[src/rtl/hazard_controller.sv]
// Pipeline hazard controller: load-use stalls, branch flushes, mult/div occupancy
// scheduling and a saturating stall-cycle counter for the 5-stage CPU.
module hazard_controller #(
    parameter int unsigned MD_LATENCY = 32,
    parameter int unsigned CNT_W      = 6
) (
    input  logic        clk,
    input  logic        rst_n,
    input  logic        IDEX_MemRead,
    input  logic [4:0]  IDEX_Rt,
    input  logic [4:0]  IFID_Rs,
    input  logic [4:0]  IFID_Rt,
    input  logic        IFID_UsesRt,
    input  logic        IFID_UsesMD,
    input  logic        branch_taken,
    input  logic        md_start,
    output logic        PCWrite,
    output logic        IFIDWrite,
    output logic        IDEX_Bubble,
    output logic        IFID_Flush,
    output logic        md_busy,
    output logic        md_done,
    output logic [15:0] stall_cycles
);

    localparam logic [0:0] IDLE    = 1'b0;
    localparam logic [0:0] MD_BUSY = 1'b1;

    logic [0:0]       state_q, state_d;
    logic [CNT_W-1:0] md_cnt_q, md_cnt_d;
    logic [15:0]      stall_cycles_q, stall_cycles_d;

    logic md_go;
    logic ld_haz;
    logic md_haz;
    logic stall;

    // A taken branch kills the issuing instruction, so its md_start is ignored.
    assign md_go = md_start && !branch_taken;

    assign md_busy = (state_q == MD_BUSY);
    assign md_done = md_busy && (md_cnt_q == '0);

    assign ld_haz = IDEX_MemRead && (IDEX_Rt != 5'd0) &&
                    ((IDEX_Rt == IFID_Rs) || (IFID_UsesRt && (IDEX_Rt == IFID_Rt)));
    assign md_haz = md_busy && IFID_UsesMD;
    assign stall  = (ld_haz || md_haz) && !branch_taken;

    assign stall_cycles = stall_cycles_q;

    always_comb begin
        state_d  = state_q;
        md_cnt_d = md_cnt_q;
        case (state_q)
            IDLE: begin
                if (md_go) begin
                    state_d  = MD_BUSY;
                    md_cnt_d = CNT_W'(MD_LATENCY - 1);
                end
            end
            MD_BUSY: begin
                if (md_cnt_q == '0) begin
                    // Back-to-back issue on the final busy cycle keeps the unit occupied.
                    if (md_go) begin
                        md_cnt_d = CNT_W'(MD_LATENCY - 1);
                    end else begin
                        state_d = IDLE;
                    end
                end else begin
                    md_cnt_d = md_cnt_q - 1'b1;
                end
            end
            default: begin
                state_d  = IDLE;
                md_cnt_d = '0;
            end
        endcase
    end

    always_comb begin
        stall_cycles_d = stall_cycles_q;
        if (stall && (stall_cycles_q != 16'hFFFF)) begin
            stall_cycles_d = stall_cycles_q + 16'd1;
        end
    end

    always_comb begin
        PCWrite     = 1'b1;
        IFIDWrite   = 1'b1;
        IDEX_Bubble = 1'b0;
        IFID_Flush  = 1'b0;
        if (!rst_n) begin
            PCWrite     = 1'b0;
            IFIDWrite   = 1'b0;
            IDEX_Bubble = 1'b1;
            IFID_Flush  = 1'b1;
        end else if (branch_taken) begin
            IDEX_Bubble = 1'b1;
            IFID_Flush  = 1'b1;
        end else if (stall) begin
            PCWrite     = 1'b0;
            IFIDWrite   = 1'b0;
            IDEX_Bubble = 1'b1;
        end
    end

    always_ff @(posedge clk or negedge rst_n) begin
        if (!rst_n) begin
            state_q        <= IDLE;
            md_cnt_q       <= '0;
            stall_cycles_q <= '0;
        end else begin
            state_q        <= state_d;
            md_cnt_q       <= md_cnt_d;
            stall_cycles_q <= stall_cycles_d;
        end
    end

endmodule

[config.mk]
export PLATFORM = sky130hd
export DESIGN_NAME = hazard_controller
export DESIGN_NICKNAME = d
export VERILOG_FILES = /design/src/rtl/hazard_controller.sv
export SDC_FILE = /design/constraint.sdc
export NUM_CORES = 1
export LEC_CHECK = 0
export BUFFER_PORTS_ARGS = -buffer_cell sky130_fd_sc_hd__buf_2
export CORE_MARGIN = 5
export CORE_UTILIZATION = 53
export CTS_CLUSTER_SIZE = 10
export DETAILED_ROUTE_END_ITERATION = 10
export PLACE_DENSITY = 0.83
export SLEW_MARGIN = 20
export SYNTH_ARGS = -nofsm -noshare
export SYNTH_HDL_FRONTEND = slang
export SYNTH_SLANG_ARGS = --single-unit
[constraint.sdc]
create_clock -name clk -period 5.7 [get_ports clk]
set_input_delay 0.57 -clock clk [delete_from_list [all_inputs] [get_ports clk]]
set_output_delay 0.57 -clock clk [all_outputs]
set_load 0.05 [all_outputs]
==> results.sh, run 1 <==
export IMPL_start_util=0.5454
export IMPL_total_power_uw=455.1
export IMPL_die_h_um=60.26
export IMPL_maxCapViolations=0
export IMPL_tns_ns=0
export IMPL_root_buffer="clkbuf_4"
export IMPL_critPathKind="in2out"
export IMPL_fmax_mhz=357.6
export IMPL_cp_required_ns=5.13
export IMPL_final_area_um2=1589
export IMPL_fill_cells=216
export IMPL_r2r_cells=5
export IMPL_grt_pass1_vias=1159
export IMPL_syn_nets=163
export IMPL_cts_buffers=3
export IMPL_rows=18
export IMPL_syn_avg_cell_area_um2=9.701
export IMPL_antenna_found_initial=0
export IMPL_synth_seq_cells=23
export IMPL_grt_max_degree=26
export IMPL_diodes=0
export IMPL_final_common_cell="buf_2"
export IMPL_design_core_area_um2=2455
export IMPL_die_w_um=60.26
export IMPL_firstDrtPassIters=4
export IMPL_final_cell_mix="buf_2 (43), dfrtp_1 (23), nor2_1 (15)"
export IMPL_die_area_um2=3631
export IMPL_hpwl_um=2334
export IMPL_antenna_left=0
export IMPL_hold_violations=0
export IMPL_yosysSeqAreaShare=0.4299
export IMPL_status="finished, final reports clean"
export IMPL_cts_hold_buffers=0
export IMPL_ys_async_sr_fraction=1.000
export IMPL_cts_resized_gates=0
export IMPL_drt_iter0_drc=39
export IMPL_critPathMaxFanout=3
export IMPL_cts_setup_buffers=0
export IMPL_io_pin_count=44
export IMPL_rsz0062_at_grt="no"
export IMPL_min_period_over_period=0.4906
export IMPL_avgViaCountPerCell=5.344
export IMPL_syn2layout_area_growth_pct=18.69
export IMPL_r2r_end="stall_cycles[1]"
export IMPL_cp_start_kind="input pin"
export IMPL_drc=0
export IMPL_r2r_slack_ns=3.50
export IMPL_ir_worst_vdd_uv=389.1
export IMPL_synth_edff_count=0
export IMPL_port_buffer_count=43
export IMPL_skew_ns=0.004180
export IMPL_htree_levels=1
export IMPL_power_density_nw_per_um2=286.4
export IMPL_gp_congestion=0.8171
export IMPL_cts_path_max_buffers=2
export IMPL_holdCritPathClass="in2async"
export IMPL_cts_sinks=23
export IMPL_cp_arrival_ns=2.23
export IMPL_grt_pass1_wl_um=4940
export IMPL_yosys_warnings=0
export IMPL_layout_setup_ws_ns=2.903
export IMPL_reg2reg_from="stall_cycles[2]"
export IMPL_syn_area_um2=1339
export IMPL_grt_use_total=0.1812
export IMPL_routed_wl_um=2941
export IMPL_power_leakage_uw=0.0008225
export IMPL_synth_cell_types=34
export IMPL_vias=1133
export IMPL_syn_inst=138
export IMPL_setup_violations=0
export IMPL_min_period_ns=2.797
export IMPL_cts_tree="done"
export IMPL_nets=208
export IMPL_dp_worst_setup_slack_ns=2.915
export IMPL_endpoint_kind="output port"
export IMPL_ys_flop_type="dfrtp_1"
export IMPL_drive_above_1_share=0.2912
export IMPL_path_clk_slew_ns=0.13
export IMPL_tightest_slew_ns=0.7055
export IMPL_relSlewSlack=0.5297
export IMPL_placed_area_um2=1562
export IMPL_overflow=0
export IMPL_wl_per_cell_um=13.87
export IMPL_drv_slew=0
export IMPL_clock_latency_ns=0.32
[synth_stat cells, types with 3 or more instances]
| master | number | share of area |
|---|---|---|
| xnor2_1 | 12 | 0.079 |
| a21oi_1 | 4 | 0.015 |
| and3_1 | 4 | 0.019 |
| nand2b_1 | 5 | 0.023 |
| nand2_1 | 8 | 0.022 |
| dfrtp_1 | 23 | 0.43 |
| nor3_1 | 8 | 0.030 |
| nand3_1 | 9 | 0.034 |
| inv_1 | 6 | 0.017 |
| ha_1 | 3 | 0.028 |
| xor2_1 | 13 | 0.085 |
| nor2_1 | 15 | 0.042 |
[kinds of logic after synthesis]
kind of cell	count (synthesis)	synth area share
AO/OA/AOI/OAI	18	0.09720
XOR/XNOR	25	0.1636
AND/OR/NAND/NOR	58	0.2234
multiplexers	2	0.01869
adder cells (fa/ha/maj)	3	0.02804
buffers and inverters	9	0.03925
flip-flops	23	0.4299
[through the flow]
step | utilization | hold slack, ns | cells
5_1_grt | 0.6473 | 0.2413 | 212
3_5_place_dp | 0.6361 | 0.4779 | 208
3_3_place_gp | 0.6361 | 0.4693 | 208
6_report | 0.6473 | 0.2056 | 212
2_1_floorplan | - | 0.2744 | 138
4_1_cts | 0.6473 | 0.2301 | 212
[routing by layer]
layer	GRT usage	part of all wire	vias up
met1	0.2162	0.42	545
met3	0.02592	0.025	4
met4	0.04747	0.011	0
li1	-	-	566
met2	0.3349	0.55	18
met5	0	0	-
[worst max-delay path, cell delays in order]
cell	delay, ns
buf_2	0.12
or4_1	0.54
o21ai_2	0.18
inv_1	0.05
a21boi_0	0.30
o21a_1	0.18
buf_2	0.27
[where the power goes]
group	leakage, µW	switching (µW)	internal (µW)
sequential	0.000286	24.4	184
clock	0.0000177	50.6	26.3
combinational	0.000519	120	50.7
total	0.000822	195	261
[state kept, by name (all words and copies together) (netlist names)]
name and flops:
md_busy 1, stall_cycles 16, md_cnt_q 6
[worst max path at each step]
stage / slack, ns / cells past startpoint / from / end
after floorplan: 2.83 / 6 / IDEX_Rt[1] / PCWrite
after global placement: 3.00 / 7 / IDEX_Rt[1] / IFIDWrite
after detailed placement: 2.91 / 7 / IDEX_Rt[1] / IFIDWrite
after CTS: 2.89 / 7 / IDEX_Rt[1] / IFIDWrite
after global routing: 2.75 / 7 / IDEX_Rt[1] / IFIDWrite
final: 2.90 / 7 / IDEX_Rt[1] / IFIDWrite
[final cells by class]
type,count,area [µm²],share of cell area
clock buffers,3,22.52,0.01417
clock inverters,1,5.005,0.003150
flip-flops and latches,23,575.6,0.3622
repair buffers,43,215.2,0.1354
well taps,30,37.54,0.02362
multi-input cells,106,710.7,0.4472
inverters,6,22.52,0.01417
(Power assumes the default switching activity.)
==> run 2: changes to the inputs <==
--- a/config.mk
+++ b/config.mk
@@ -7,10 +7,10 @@
 export LEC_CHECK = 0
 export BUFFER_PORTS_ARGS = -buffer_cell sky130_fd_sc_hd__buf_2
 export CORE_MARGIN = 5
-export CORE_UTILIZATION = 53
+export CORE_UTILIZATION = 45
 export CTS_CLUSTER_SIZE = 10
 export DETAILED_ROUTE_END_ITERATION = 10
-export PLACE_DENSITY = 0.83
+export PLACE_DENSITY = 0.75
 export SLEW_MARGIN = 20
 export SYNTH_ARGS = -nofsm -noshare
 export SYNTH_HDL_FRONTEND = slang
==> constraint.sdc (replaced) <==
create_clock -name clk -period 2.4 [get_ports clk]
set_input_delay 0.24 -clock clk [delete_from_list [all_inputs] [get_ports clk]]
set_output_delay 0.24 -clock clk [all_outputs]
set_load 0.05 [all_outputs]
==> run 2 against run 1 <==
Sequential cell count did not move. Critical path depth did not move. Highest routed layer unchanged. Sequential power increased by 140%. Critical endpoint unchanged. Routed wire length is 6.4% higher. Setup slack got worse by 2.7 ns. Sequential share of layout area shrank 0.59 points. Largest power group unchanged. First-iteration DRC count grew 31%. Final area grew 1.7%. Die area increased by 15%. Clock power is 140% higher. Clock skew fell by 0.0023 ns. Register-to-register slack got worse by 3.2 ns.
==> results.sh, run 2 (synthesized netlist as in run 1, its figures left out) <==
export IMPL_firstDrtPassIters=4
export IMPL_cts_sinks=23
export IMPL_htree_levels=1
export IMPL_fmax_mhz=465.0
export IMPL_wl_per_cell_um=14.49
export IMPL_cts_buffers=3
export IMPL_reg2reg_from="stall_cycles[7]"
export IMPL_final_cell_mix="buf_2 (43), dfrtp_1 (23), nor2_1 (15)"
export IMPL_r2r_slack_ns=0.26
export IMPL_antenna_left=0
export IMPL_grt_use_total=0.1569
export IMPL_largest_register_ffs=16
export IMPL_r2r_end="stall_cycles[1]"
export IMPL_cp_arrival_ns=1.91
export IMPL_critPathKind="in2out"
export IMPL_overflow=0
export IMPL_io_pin_count=44
export IMPL_rows=19
export IMPL_r2r_cells=5
export IMPL_power_leakage_uw=0.0008369
export IMPL_top_usage_layer="met2"
export IMPL_nets=211
export IMPL_skew_ns=0.001836
export IMPL_root_buffer="clkbuf_4"
export IMPL_hold_start="md_start"
export IMPL_grt_max_degree=18
export IMPL_syn2layout_area_growth_pct=20.65
export IMPL_grt_pass1_vias=1156
export IMPL_min_period_over_period=0.8960
export IMPL_drt_iter0_drc=51
export IMPL_fin_hold_ws_ns=0.2457
export IMPL_p_clk_frac=0.172
export IMPL_p_seq_frac=0.458
export IMPL_cts_tree="done"
export IMPL_startpoint="IDEX_Rt[1]"
export IMPL_path_clk_slew_ns=0.13
export IMPL_power_density_nw_per_um2=670.7
export IMPL_rsz0062_at_grt="no"
export IMPL_tightest_slew_ns=0.6951
export IMPL_grtUsageMet2=0.2835
export IMPL_p_switching_uw=463.7
export IMPL_holdCritPathClass="in2reg"
export IMPL_drive_above_1_share=0.2973
export IMPL_min_period_ns=2.150
export IMPL_design_core_area_um2=2805
export IMPL_final_common_cell="buf_2"
export IMPL_avgViaCountPerCell=5.222
export IMPL_grt_pass1_wl_um=5202
export IMPL_die_w_um=64.55
export IMPL_maxCapViolations=0
export IMPL_antenna_found_initial=0
export IMPL_die_h_um=64.55
export IMPL_power_frac_comb=0.370
export IMPL_start_util=0.4773
export IMPL_setup_violations=0
export IMPL_hold_violations=0
export IMPL_gp_congestion=0.8698
export IMPL_drc=0
export IMPL_grt_use_met3=0.02418
export IMPL_holdPathStages=4
export IMPL_hpwl_um=2508
export IMPL_routed_wl_um=3129
export IMPL_cts_resized_gates=0
export IMPL_endpoint_kind="output port"
export IMPL_min_to="md_cnt_q[5]"
export IMPL_relSlewSlack=0.5366
export IMPL_grtUsageMet1=0.1880
export IMPL_cts_path_max_buffers=2
export IMPL_vias=1128
export IMPL_p_int_uw=619.6
export IMPL_cp_required_ns=2.16
export IMPL_critPathMaxFanout=3
export IMPL_drv_slew=0
export IMPL_status="finished, final reports clean"
export IMPL_cp_start_kind="input pin"
export IMPL_ir_worst_vdd_uv=830.3
export IMPL_tns_ns=0
export IMPL_port_buffer_count=43
export IMPL_diodes=0
export IMPL_clock_latency_ns=0.31
export IMPL_p_sw_frac=0.4280
export IMPL_die_area_um2=4166
run 2: cell count changes in the layout (fill, tap and decap cells not counted):
cell and change:
dlygate4sd3_1 +1, buf_4 +2
run 2: worst max path at each step:
stage	endpoint	slack (ns)	cells past startpoint
2_1_floorplan	PCWrite	0.19	6
3_3_place_gp	stall_cycles[1]	0.25	6
3_5_place_dp	stall_cycles[1]	0.22	6
4_1_cts	IFIDWrite	0.25	7
5_1_grt	stall_cycles[15]	0.11	6
6_report	IFIDWrite	0.25	7
run 2: layer usage:
| layer | vias up | routed length (µm) |
|---|---|---|
| met2 | 28 | 1638 |
| met4 | 0 | 74 |
| li1 | 567 | - |
| met5 | - | 0 |
| met1 | 525 | 1310 |
| met3 | 8 | 106 |
run 2: metrics by stage:
step / worst slack [ns] / instance area, µm² / total power, µW / cells / util
floorplan: 0.1948 / 1339 / 792.0 / 138 / -
global placement: 0.2508 / 1578 / 893.4 / 211 / 0.5624
detailed placement: 0.2234 / 1578 / 907.9 / 211 / 0.5624
CTS: 0.2481 / 1615 / 1096 / 216 / 0.5758
global route: 0.1111 / 1615 / 1146 / 216 / 0.5758
finish: 0.2496 / 1615 / 1083 / 216 / 0.5758
run 2: power groups by stage:
stage	logic [µW]	registers [µW]	clock network, µW
floorplan	127	665	0
global placement	395	498	0
detailed placement	406	502	0
CTS	408	497	191
global route	430	508	208
finish	401	496	186
run 2: repair_timing:
action | 4_1_cts | 5_1_grt
buffers inserted | 0 | 0
hold endpoints to repair | 6 | 0
hold buffers | 1 | 0
run 2: area by class of cell:
cell class | instances | area (µm²)
Fill cell | 272 | 1190
Multi-Input combinational cell | 106 | 710.7
Sequential cell | 23 | 575.6
Timing Repair Buffer | 46 | 240.2
Tap cell | 31 | 38.79
Clock buffer | 3 | 22.52
Inverter | 6 | 22.52
Clock inverter | 1 | 5.005
run 2: worst max-delay path: stages:
cell and delay [ns]:
buf_2 0.12, or4_1 0.53, o21ai_2 0.16, inv_1 0.05
a21boi_0 0.37, o21a_1 0.17, buf_2 0.26
==> run 3: changes to the inputs <==
--- a/config.mk
+++ b/config.mk
@@ -7,10 +7,9 @@
 export LEC_CHECK = 0
 export BUFFER_PORTS_ARGS = -buffer_cell sky130_fd_sc_hd__buf_2
 export CORE_MARGIN = 5
-export CORE_UTILIZATION = 45
+export CORE_UTILIZATION = 35
 export CTS_CLUSTER_SIZE = 10
 export DETAILED_ROUTE_END_ITERATION = 10
-export PLACE_DENSITY = 0.75
 export SLEW_MARGIN = 20
 export SYNTH_ARGS = -nofsm -noshare
 export SYNTH_HDL_FRONTEND = slang
==> run 3 against run 2 <==
Count of clock-buffer cells in the layout did not move. Via count is 2.2% lower. Global-route usage shrank 4.0 points. First-iteration DRC count fell by 27%. Non-clock buffer count decreased by 1. Critical path depth fell by 2. Sequential share of layout area down 0.70 points. Sequential power about the same. Combinational power about the same. Clock power is 30% higher. Largest cell class unchanged. Largest power group unchanged.
==> results.sh, run 3 (synthesized netlist as in run 1, its figures left out) <==
export IMPL_overflow=0
export IMPL_htree_levels=1
export IMPL_status="finished, final reports clean"
export IMPL_die_h_um=71.85
export IMPL_cp_required_ns=2.56
export IMPL_design_core_area_um2=3689
export IMPL_syn2layout_area_growth_pct=23.08
export IMPL_power_leakage_uw=0.0008392
export IMPL_die_w_um=71.85
export IMPL_hpwl_um=2335
export IMPL_io_pin_count=44
export IMPL_relSlewSlack=0.5430
export IMPL_power_density_nw_per_um2=689.5
export IMPL_cts_resized_gates=0
export IMPL_cts_path_max_buffers=2
export IMPL_antenna_left=0
export IMPL_diodes=0
export IMPL_tns_ns=0
export IMPL_holdCritPathClass="in2reg"
export IMPL_rsz0062_at_grt="no"
export IMPL_rows=22
export IMPL_drc=0
export IMPL_min_period_over_period=0.8977
export IMPL_skew_ns=0.003897
export IMPL_gp_congestion=0.8071
export IMPL_final_common_cell="buf_2"
export IMPL_nets=210
export IMPL_setup_violations=0
export IMPL_critPathKind="reg2reg"
export IMPL_cts_tree="done"
export IMPL_r2r_cells=5
export IMPL_grt_pass1_vias=1099
export IMPL_maxCapViolations=0
export IMPL_fmax_mhz=464.1
export IMPL_drive_above_1_share=0.2935
export IMPL_wl_per_cell_um=12.48
export IMPL_drt_iter0_drc=37
export IMPL_tightest_slew_ns=0.6855
export IMPL_critPathMaxFanout=15
export IMPL_ir_worst_vdd_uv=561.3
export IMPL_cts_sinks=23
export IMPL_path_clk_slew_ns=0.08
export IMPL_endpoint_kind="flip-flop"
export IMPL_grt_pass1_wl_um=4885
export IMPL_die_area_um2=5162
export IMPL_port_buffer_count=43
export IMPL_fin_hold_ws_ns=0.3126
export IMPL_avgViaCountPerCell=4.754
export IMPL_min_period_ns=2.155
export IMPL_clock_latency_ns=0.27
export IMPL_cts_buffers=3
export IMPL_vias=1103
export IMPL_antenna_found_initial=0
export IMPL_cp_start_kind="flip-flop"
export IMPL_largest_register_ffs=16
export IMPL_final_cell_mix="buf_2 (43), dfrtp_1 (23), nor2_1 (15)"
export IMPL_start_util=0.3630
export IMPL_routed_wl_um=2895
export IMPL_root_buffer="clkbuf_8"
export IMPL_grt_max_degree=24
export IMPL_drv_slew=0
export IMPL_cts_setup_buffers=0
export IMPL_hold_violations=0
export IMPL_firstDrtPassIters=4
export IMPL_r2r_slack_ns=0.25
export IMPL_holdPathStages=4
export IMPL_grt_use_total=0.1168
export IMPL_cp_arrival_ns=2.31
[run 3: where the power goes]
part | switching (µW) | internal (µW)
clock network | 126 | 116
registers | 59.4 | 436
logic | 278 | 121
[run 3: final timing paths]
check                                    to             from
min in group asynchronous       md_cnt_q[1]            rst_n
setup / recovery            stall_cycles[1]  stall_cycles[0]
max in group asynchronous  stall_cycles[12]            rst_n
setup reg to reg            stall_cycles[1]  stall_cycles[0]
hold reg to reg             stall_cycles[4]  stall_cycles[4]
hold / removal                  md_cnt_q[5]         md_start
[run 3: area by class of cell]
type / count / area [µm²]
Sequential cell: 23 / 575.6
Timing Repair Buffer: 45 / 232.7
Clock inverter: 1 / 5.005
Multi-Input combinational cell: 106 / 710.7
Fill cell: 364 / 2041
Clock buffer: 3 / 41.29
Inverter: 6 / 22.52
Tap cell: 48 / 60.06
[run 3: what timing repair did]
item                       in CTS  in global routing
hold endpoints to repair       23                  0
setup endpoints to repair       0                  0
hold buffers                    1                  0
[run 3: per-layer routing]
layer,GRT usage,routed length [µm]
met1,0.1464,1287
met2,0.1980,1409
met3,0.02665,165
met4,0.03758,34
met5,0,0
[run 3: critical path, stage by stage, from the launching register on]
cell and delay, ns:
dfrtp_1 0.43, ha_1 0.23, and4_1 0.34, a311oi_2 0.14
a21oi_2 0.56, mux2_4 0.35
[run 3: per-stage QoR]
| stage | power [µW] | util | instance area, µm² | setup WS, ns | std cells |
|---|---|---|---|---|---|
| global route | 1204 | 0.4467 | 1648 | 0.09743 | 232 |
| finish | 1136 | 0.4467 | 1648 | 0.2454 | 232 |
| detailed placement | 906.1 | 0.4315 | 1592 | 0.2283 | 227 |
| CTS | 1156 | 0.4467 | 1648 | 0.2405 | 232 |
| floorplan | 792.0 | - | 1339 | 0.1948 | 138 |
| global placement | 899.1 | 0.4315 | 1592 | 0.2629 | 227 |
